`config.mk`:
```
export PLATFORM = sky130hd
export DESIGN_NAME = sio_rx_fifo
export DESIGN_NICKNAME = d
export VERILOG_FILES = /design/src/rtl/sio_rx_fifo.sv
export SDC_FILE = /design/constraint.sdc
export NUM_CORES = 1
export LEC_CHECK = 0
export BUFFER_PORTS_ARGS = -buffer_cell sky130_fd_sc_hd__buf_2
export CORE_MARGIN = 2
export CORE_UTILIZATION = 62
export CTS_CLUSTER_SIZE = 40
export DETAILED_ROUTE_END_ITERATION = 8
export PLACE_DENSITY_LB_ADDON = 0.25
export SLEW_MARGIN = 0
export SYNTH_ARGS = -nofsm -noshare
export SYNTH_HDL_FRONTEND = slang
export SYNTH_SLANG_ARGS = --single-unit
```
`constraint.sdc`:
```
create_clock -name clk -period 3.2 [get_ports clk]
set_input_delay 0.48 -clock clk [delete_from_list [all_inputs] [get_ports clk]]
set_output_delay 0.48 -clock clk [all_outputs]
set_load 0.01 [all_outputs]
```
`src/rtl/sio_rx_fifo.sv`:
```
// Serial 8N1 receiver feeding a show-ahead byte FIFO with sticky overrun/frame error flags.
// Latency: byte pushed the cycle after the mid-stop-bit sample, visible on data one edge later.
// Backpressure: none on the serial side; a push into a full FIFO with no pop is dropped and flagged.
module sio_rx_fifo #(
    parameter int CLKS_PER_BIT = 5208,
    parameter int DEPTH_LOG2   = 4
) (
    input  logic                  clk,
    input  logic                  reset_n,
    input  logic                  rx,
    input  logic                  rd,
    input  logic                  clr_err,
    output logic [7:0]            data,
    output logic                  rx_valid,
    output logic [DEPTH_LOG2:0]   count,
    output logic                  overrun,
    output logic                  frame_err
);

    localparam int DEPTH = 1 << DEPTH_LOG2;
    localparam int TW    = (CLKS_PER_BIT > 2) ? $clog2(CLKS_PER_BIT) : 1;

    // Timer reload values: half a bit to land in the middle of the start bit, then whole bits.
    localparam logic [TW-1:0]         T_HALF   = TW'(CLKS_PER_BIT / 2 - 1);
    localparam logic [TW-1:0]         T_FULL   = TW'(CLKS_PER_BIT - 1);
    localparam logic [TW-1:0]         T_ONE    = TW'(1);
    localparam logic [DEPTH_LOG2:0]   CNT_FULL = (DEPTH_LOG2 + 1)'(DEPTH);
    localparam logic [DEPTH_LOG2:0]   CNT_ONE  = (DEPTH_LOG2 + 1)'(1);
    localparam logic [DEPTH_LOG2-1:0] PTR_ONE  = DEPTH_LOG2'(1);

    typedef enum logic [2:0] {
        S_IDLE    = 3'd0,
        S_START   = 3'd1,
        S_DATA    = 3'd2,
        S_STOP    = 3'd3,
        S_WAIT_HI = 3'd4
    } state_t;

    // Synchronizer
    logic sync1_q, sync1_d;
    logic sync2_q, sync2_d;
    logic rx_s;

    // Receiver
    state_t          state_q, state_d;
    logic [TW-1:0]   timer_q, timer_d;
    logic [2:0]      bit_idx_q, bit_idx_d;
    logic [7:0]      shift_q, shift_d;
    logic            push_q, push_d;
    logic            tick;
    logic            ferr_set;

    // FIFO
    logic [7:0]            mem_q [DEPTH];
    logic [7:0]            mem_d [DEPTH];
    logic [DEPTH_LOG2-1:0] wr_ptr_q, wr_ptr_d;
    logic [DEPTH_LOG2-1:0] rd_ptr_q, rd_ptr_d;
    logic [DEPTH_LOG2:0]   count_q, count_d;
    logic                  overrun_q, overrun_d;
    logic                  frame_err_q, frame_err_d;
    logic                  do_pop;
    logic                  do_wr;
    logic                  ovr_set;
    logic                  full;

    // Two-flop synchronizer on the asynchronous serial input, idling high.
    always_comb begin
        sync1_d = rx;
        sync2_d = sync1_q;
    end

    assign rx_s = sync2_q;
    assign tick = (timer_q == '0);

    // State and datapath registers; reset discards any partial frame and all queued bytes.
    always_ff @(posedge clk or negedge reset_n) begin
        if (!reset_n) begin
            sync1_q     <= 1'b1;
            sync2_q     <= 1'b1;
            state_q     <= S_IDLE;
            timer_q     <= '0;
            bit_idx_q   <= '0;
            shift_q     <= '0;
            push_q      <= 1'b0;
            wr_ptr_q    <= '0;
            rd_ptr_q    <= '0;
            count_q     <= '0;
            overrun_q   <= 1'b0;
            frame_err_q <= 1'b0;
            for (int i = 0; i < DEPTH; i++) begin
                mem_q[i] <= '0;
            end
        end else begin
            sync1_q     <= sync1_d;
            sync2_q     <= sync2_d;
            state_q     <= state_d;
            timer_q     <= timer_d;
            bit_idx_q   <= bit_idx_d;
            shift_q     <= shift_d;
            push_q      <= push_d;
            wr_ptr_q    <= wr_ptr_d;
            rd_ptr_q    <= rd_ptr_d;
            count_q     <= count_d;
            overrun_q   <= overrun_d;
            frame_err_q <= frame_err_d;
            for (int i = 0; i < DEPTH; i++) begin
                mem_q[i] <= mem_d[i];
            end
        end
    end

    // Receiver next-state: each bit is sampled in the cycle the timer reaches zero.
    always_comb begin
        state_d = state_q;
        case (state_q)
            S_IDLE: begin
                if (!rx_s) state_d = S_START;
            end
            S_START: begin
                if (tick) state_d = rx_s ? S_IDLE : S_DATA;
            end
            S_DATA: begin
                if (tick && (bit_idx_q == 3'd7)) state_d = S_STOP;
            end
            S_STOP: begin
                if (tick) state_d = rx_s ? S_IDLE : S_WAIT_HI;
            end
            S_WAIT_HI: begin
                // Stay here through a break so it produces a single frame error.
                if (rx_s) state_d = S_IDLE;
            end
            default: state_d = S_IDLE;
        endcase
    end

    // Receiver outputs: timer reloads, LSB-first shifting, push request and frame error event.
    always_comb begin
        timer_d   = tick ? timer_q : (timer_q - T_ONE);
        bit_idx_d = bit_idx_q;
        shift_d   = shift_q;
        push_d    = 1'b0;
        ferr_set  = 1'b0;
        case (state_q)
            S_IDLE: begin
                if (!rx_s) timer_d = T_HALF;
            end
            S_START: begin
                if (tick && !rx_s) begin
                    timer_d   = T_FULL;
                    bit_idx_d = 3'd0;
                end
            end
            S_DATA: begin
                if (tick) begin
                    shift_d   = {rx_s, shift_q[7:1]};
                    timer_d   = T_FULL;
                    bit_idx_d = bit_idx_q + 3'd1;
                end
            end
            S_STOP: begin
                if (tick) begin
                    push_d   = rx_s;
                    ferr_set = !rx_s;
                end
            end
            default: ;
        endcase
    end

    // FIFO update: a pop frees a slot in the same cycle, so a simultaneous push into a full FIFO lands.
    always_comb begin
        full     = (count_q == CNT_FULL);
        do_pop   = rd && (count_q != '0);
        do_wr    = push_q && (!full || do_pop);
        ovr_set  = push_q && full && !do_pop;

        for (int i = 0; i < DEPTH; i++) begin
            mem_d[i] = mem_q[i];
        end
        wr_ptr_d = wr_ptr_q;
        rd_ptr_d = rd_ptr_q;
        count_d  = count_q;

        // The shift register is untouched until the next frame's data bits, so it still holds the byte.
        if (do_wr) begin
            mem_d[wr_ptr_q] = shift_q;
            wr_ptr_d        = wr_ptr_q + PTR_ONE;
        end
        if (do_pop) begin
            rd_ptr_d = rd_ptr_q + PTR_ONE;
        end
        case ({do_wr, do_pop})
            2'b10:   count_d = count_q + CNT_ONE;
            2'b01:   count_d = count_q - CNT_ONE;
            default: count_d = count_q;
        endcase
    end

    // Sticky error flags: a set event in the same cycle as clr_err wins.
    always_comb begin
        overrun_d   = ovr_set  ? 1'b1 : (clr_err ? 1'b0 : overrun_q);
        frame_err_d = ferr_set ? 1'b1 : (clr_err ? 1'b0 : frame_err_q);
    end

    assign data      = mem_q[rd_ptr_q];
    assign rx_valid  = (count_q != '0);
    assign count     = count_q;
    assign overrun   = overrun_q;
    assign frame_err = frame_err_q;

endmodule

```
==> metrics.md <==
| Metric | Value |
|---|---|
| Status | `complete, no violations` |
| WL final | `approximately 17 mm` |
| Achievable frequency | `between 300 and 400 MHz` |
| Max incr delay on CP | `720 ps` |
| Crit-path max FO | `16` |
| # IOs | `21` |
| Total track usage | `0.259` |
| R2R Setup Slk | `480 ps` |
| Vias/cell | `between 6 and 7` |
| CP cell instances | `buf_12, mux4_2, a22oi_1, nand2_1, buf_2` |
| Vias | `4,992` |
| TritonCTS clock tree | `built` |
| Slew @ Worst Pin | `783 ps` |
| Antenna violations before repair | `0` |
| R2r startpoint | `count[1]$_DFFE_PN0P_` |
| Relative slew slack | `0.477` |
| Final setup viols | `0` |
| Critical Path Start Type | `flop` |
| Layout Nets | `622` |
| Synth-to-Final Area Change | `10.8%` |
| Register area | `4330 µm²` |
| Die height | `120 µm` |
| Met2 WL | `around 9 mm` |
| Setup tns final | `0 ps` |
| Clock-pin slew on the worst setup and hold paths | `around 60 ps` |
| Synthesized Nets | `~600` |
| Share of layout cells above drive strength 1 | `0.433` |
| Post-synth top area share | `0.514` |
| CTS Buffer Depth | `2` |
| Critical path class | `reg2out` |
| Internal power | `0.00386 W` |
| Ys async rst share | `1.00` |
| Path depth of the worst reg2reg path | `10` |
| Fin area | `9220 µm²` |
| Switch Pwr | `0.00146 W` |
| Fillers | `897` |
| Post-synthesis instance area | `8320 µm²` |
| Die W | `roughly 120 µm` |
| Vias in the first global route | `5,354` |
| Most common cell in the netlist | `dfrtp_1` |
| Synth Flop Type | `dfrtp_1` |
| Hold buffers post-CTS | `0` |
| Hold WC Path Type | `in2async` |
| Number of port buffers | `20` |
| Sinks on Clock Net | `173` |
| Beginning of the critical path | `rd_ptr_q[0]$_DFFE_PN0P_` |
| Yosys reg bits | `173` |
| Clock network power share | `0.394` |
| Post-synth EDFFs | `0` |
| Initial core utilization | `0.631` |
| Wire per inst | `21.5 µm` |
| Worst Skew | `10.9 ps` |
| Total grt overflow | `0` |
| TritonCTS buffer count | `17` |
| Synth Instances | `585` |
| Max-Cap Viols | `0` |
| Power per cell area | `577 nW/µm²` |
| Worst setup EP type | `output port` |
| First-pass GRT wire length | `about 28 mm` |
| Post-cts gate resize count | `0` |
| CP arrival | `2450 ps` |
| Min cycle time layout | `about 3000 ps` |
| CP max stage cell | `dfrtp_2` |
| Unique masters post-synth | `62` |
| Post-route antenna net violation count | `0` |
| Hpwl dp | `11.1 mm` |
| Die ar. | `~14,000 µm²` |
| M1 WL | `7.25 mm` |
| WP data required | `2720 ps` |
| Final cycle utilization of the critical path | `0.917` |
| Wire length on met3 | `702 µm` |
| Final Slew Violations | `0` |
| Sequential share of power | `0.453` |
| Core Footprint | `13,200 µm²` |
| Area after DPL | `8610 µm²` |
| Post-CTS setup buffer count | `0` |
| Synth area leaders | `dfrtp_1 (51%), mux2_2 (18%), mux4_2 (8.7%), ha_1 (2.1%), a22oi_1 (1.4%)` |
| Combinational Power Share | `0.153` |
| Top cell type by total area after synthesis | `dfrtp_1` |
| Largest net degree at the start of global routing | `71` |
| Drt pass-1 iters | `4` |
| Mapped Avg Cell Area | `14.2 µm²` |
| Seq/Total Area, Yosys | `0.521` |
| Switch share | `0.274` |
| Placer Congestion | `0.844` |
| Std cell rows | `42` |
| YS warnings | `0` |
| Crit Reg-Reg Endpoint | `count[4]$_DFFE_PN0P_` |
| Drt initial violations | `346` |
| Area of the multi-input gates | `3790 µm²` |
| Highest routed layer | `met4` |
| P_leak | `approximately 4.3 nW` |
| Clock Latency Late Sink | `430 ps` |
| VDD IR max | `516 µV` |
| Antenna Cells | `0` |
| Final Hold Vio Count | `0` |
| # DRC | `0` |
| RSZ-0062 raised after global routing | `no` |
| H-tree Lvls | `4` |
| Post-synth top cells | `dfrtp_1 (171), mux2_2 (134), mux4_2 (32)` |
| Root Buffer | `clkbuf_16` |
per-stage QoR:
stage	setup WS, ps	cells	hold slack, ps	util	power (W)
after floorplan	566	585	184	-	0.00301
after global routing	98.3	792	74.8	0.699	0.00553
after global placement	607	760	348	0.653	0.00324
after CTS	206	792	51.4	0.699	0.00536
after detailed placement	493	760	351	0.653	0.00327
final	266	792	30.8	0.699	0.00532
worst max-delay path: cells and delay by family, from the launching register on:
family	cells	cell delay, ps
flip-flops	1	720
AND/OR/NAND/NOR	1	140
multiplexers	1	510
buffers and inverters	2	420
AO/OA/AOI/OAI	1	220
how the worst max path moves through the flow:
stage,end,slack (ps),cells after the start
5_1_grt,data[3],100,5
4_1_cts,data[3],210,5
3_3_place_gp,count[4]$_DFFE_PN0P_,610,9
3_5_place_dp,count[4]$_DFFE_PN0P_,490,10
6_report,data[3],270,5
2_1_floorplan,count[4]$_DFFE_PN0P_,570,12
flip-flops by register name, summed over array words and instances, names as in the netlist:
name / flops
state_q: 3
wr_ptr_q: 4
bit_idx_q: 3
rd_ptr_q: 4
overrun: 1
sync1_q: 1
shift_q: 8
frame_err: 1
timer_q: 13
rx_s: 1
push_q: 1
count: 5
mem_q: 128
cells in the final DEF (no fill, tap or decap), types with 10 or more instances in the layout:
master,count
a22oi_1,16
mux2_2,134
dfrtp_1,170
xnor2_1,10
clkbuf_16,17
nor2_1,10
buf_4,12
mux4_2,32
nand3_1,10
ha_1,14
buf_2,19
nand2_1,28
power groups by stage:
stage               combinational [W]  clock (W)  sequential (W)
floorplan                    0.000652          0         0.00236
global placement             0.000801          0         0.00244
detailed placement           0.000817          0         0.00245
CTS                          0.000823    0.00213         0.00241
global route                 0.000885    0.00222         0.00243
finish                       0.000814    0.00210         0.00241
cells by family after synthesis:
| kind of cell | synth area share |
|---|---|
| XOR/XNOR | 0.0168 |
| buffers and inverters | 0.0244 |
| AO/OA/AOI/OAI | 0.0495 |
| AND/OR/NAND/NOR | 0.0890 |
| multiplexers | 0.279 |
| adder cells (fa/ha/maj) | 0.0210 |
| flip-flops | 0.521 |
per-layer routing:
metal  track usage  up-vias
li1              -     2227
met3        0.0627       12
met2         0.438      110
met4        0.0750        0
met5             0        -
met1         0.335     2643
final cells by class:
type / count / area share
clock buffers: 23 / 0.0540
clock inverters: 9 / 0.0117
inverters: 9 / 0.00367
multi-input cells: 368 / 0.411
flip-flops and latches: 173 / 0.470
well taps: 176 / 0.0239
repair buffers: 34 / 0.0257
Note: power is estimated with default switching activity, not from simulation.
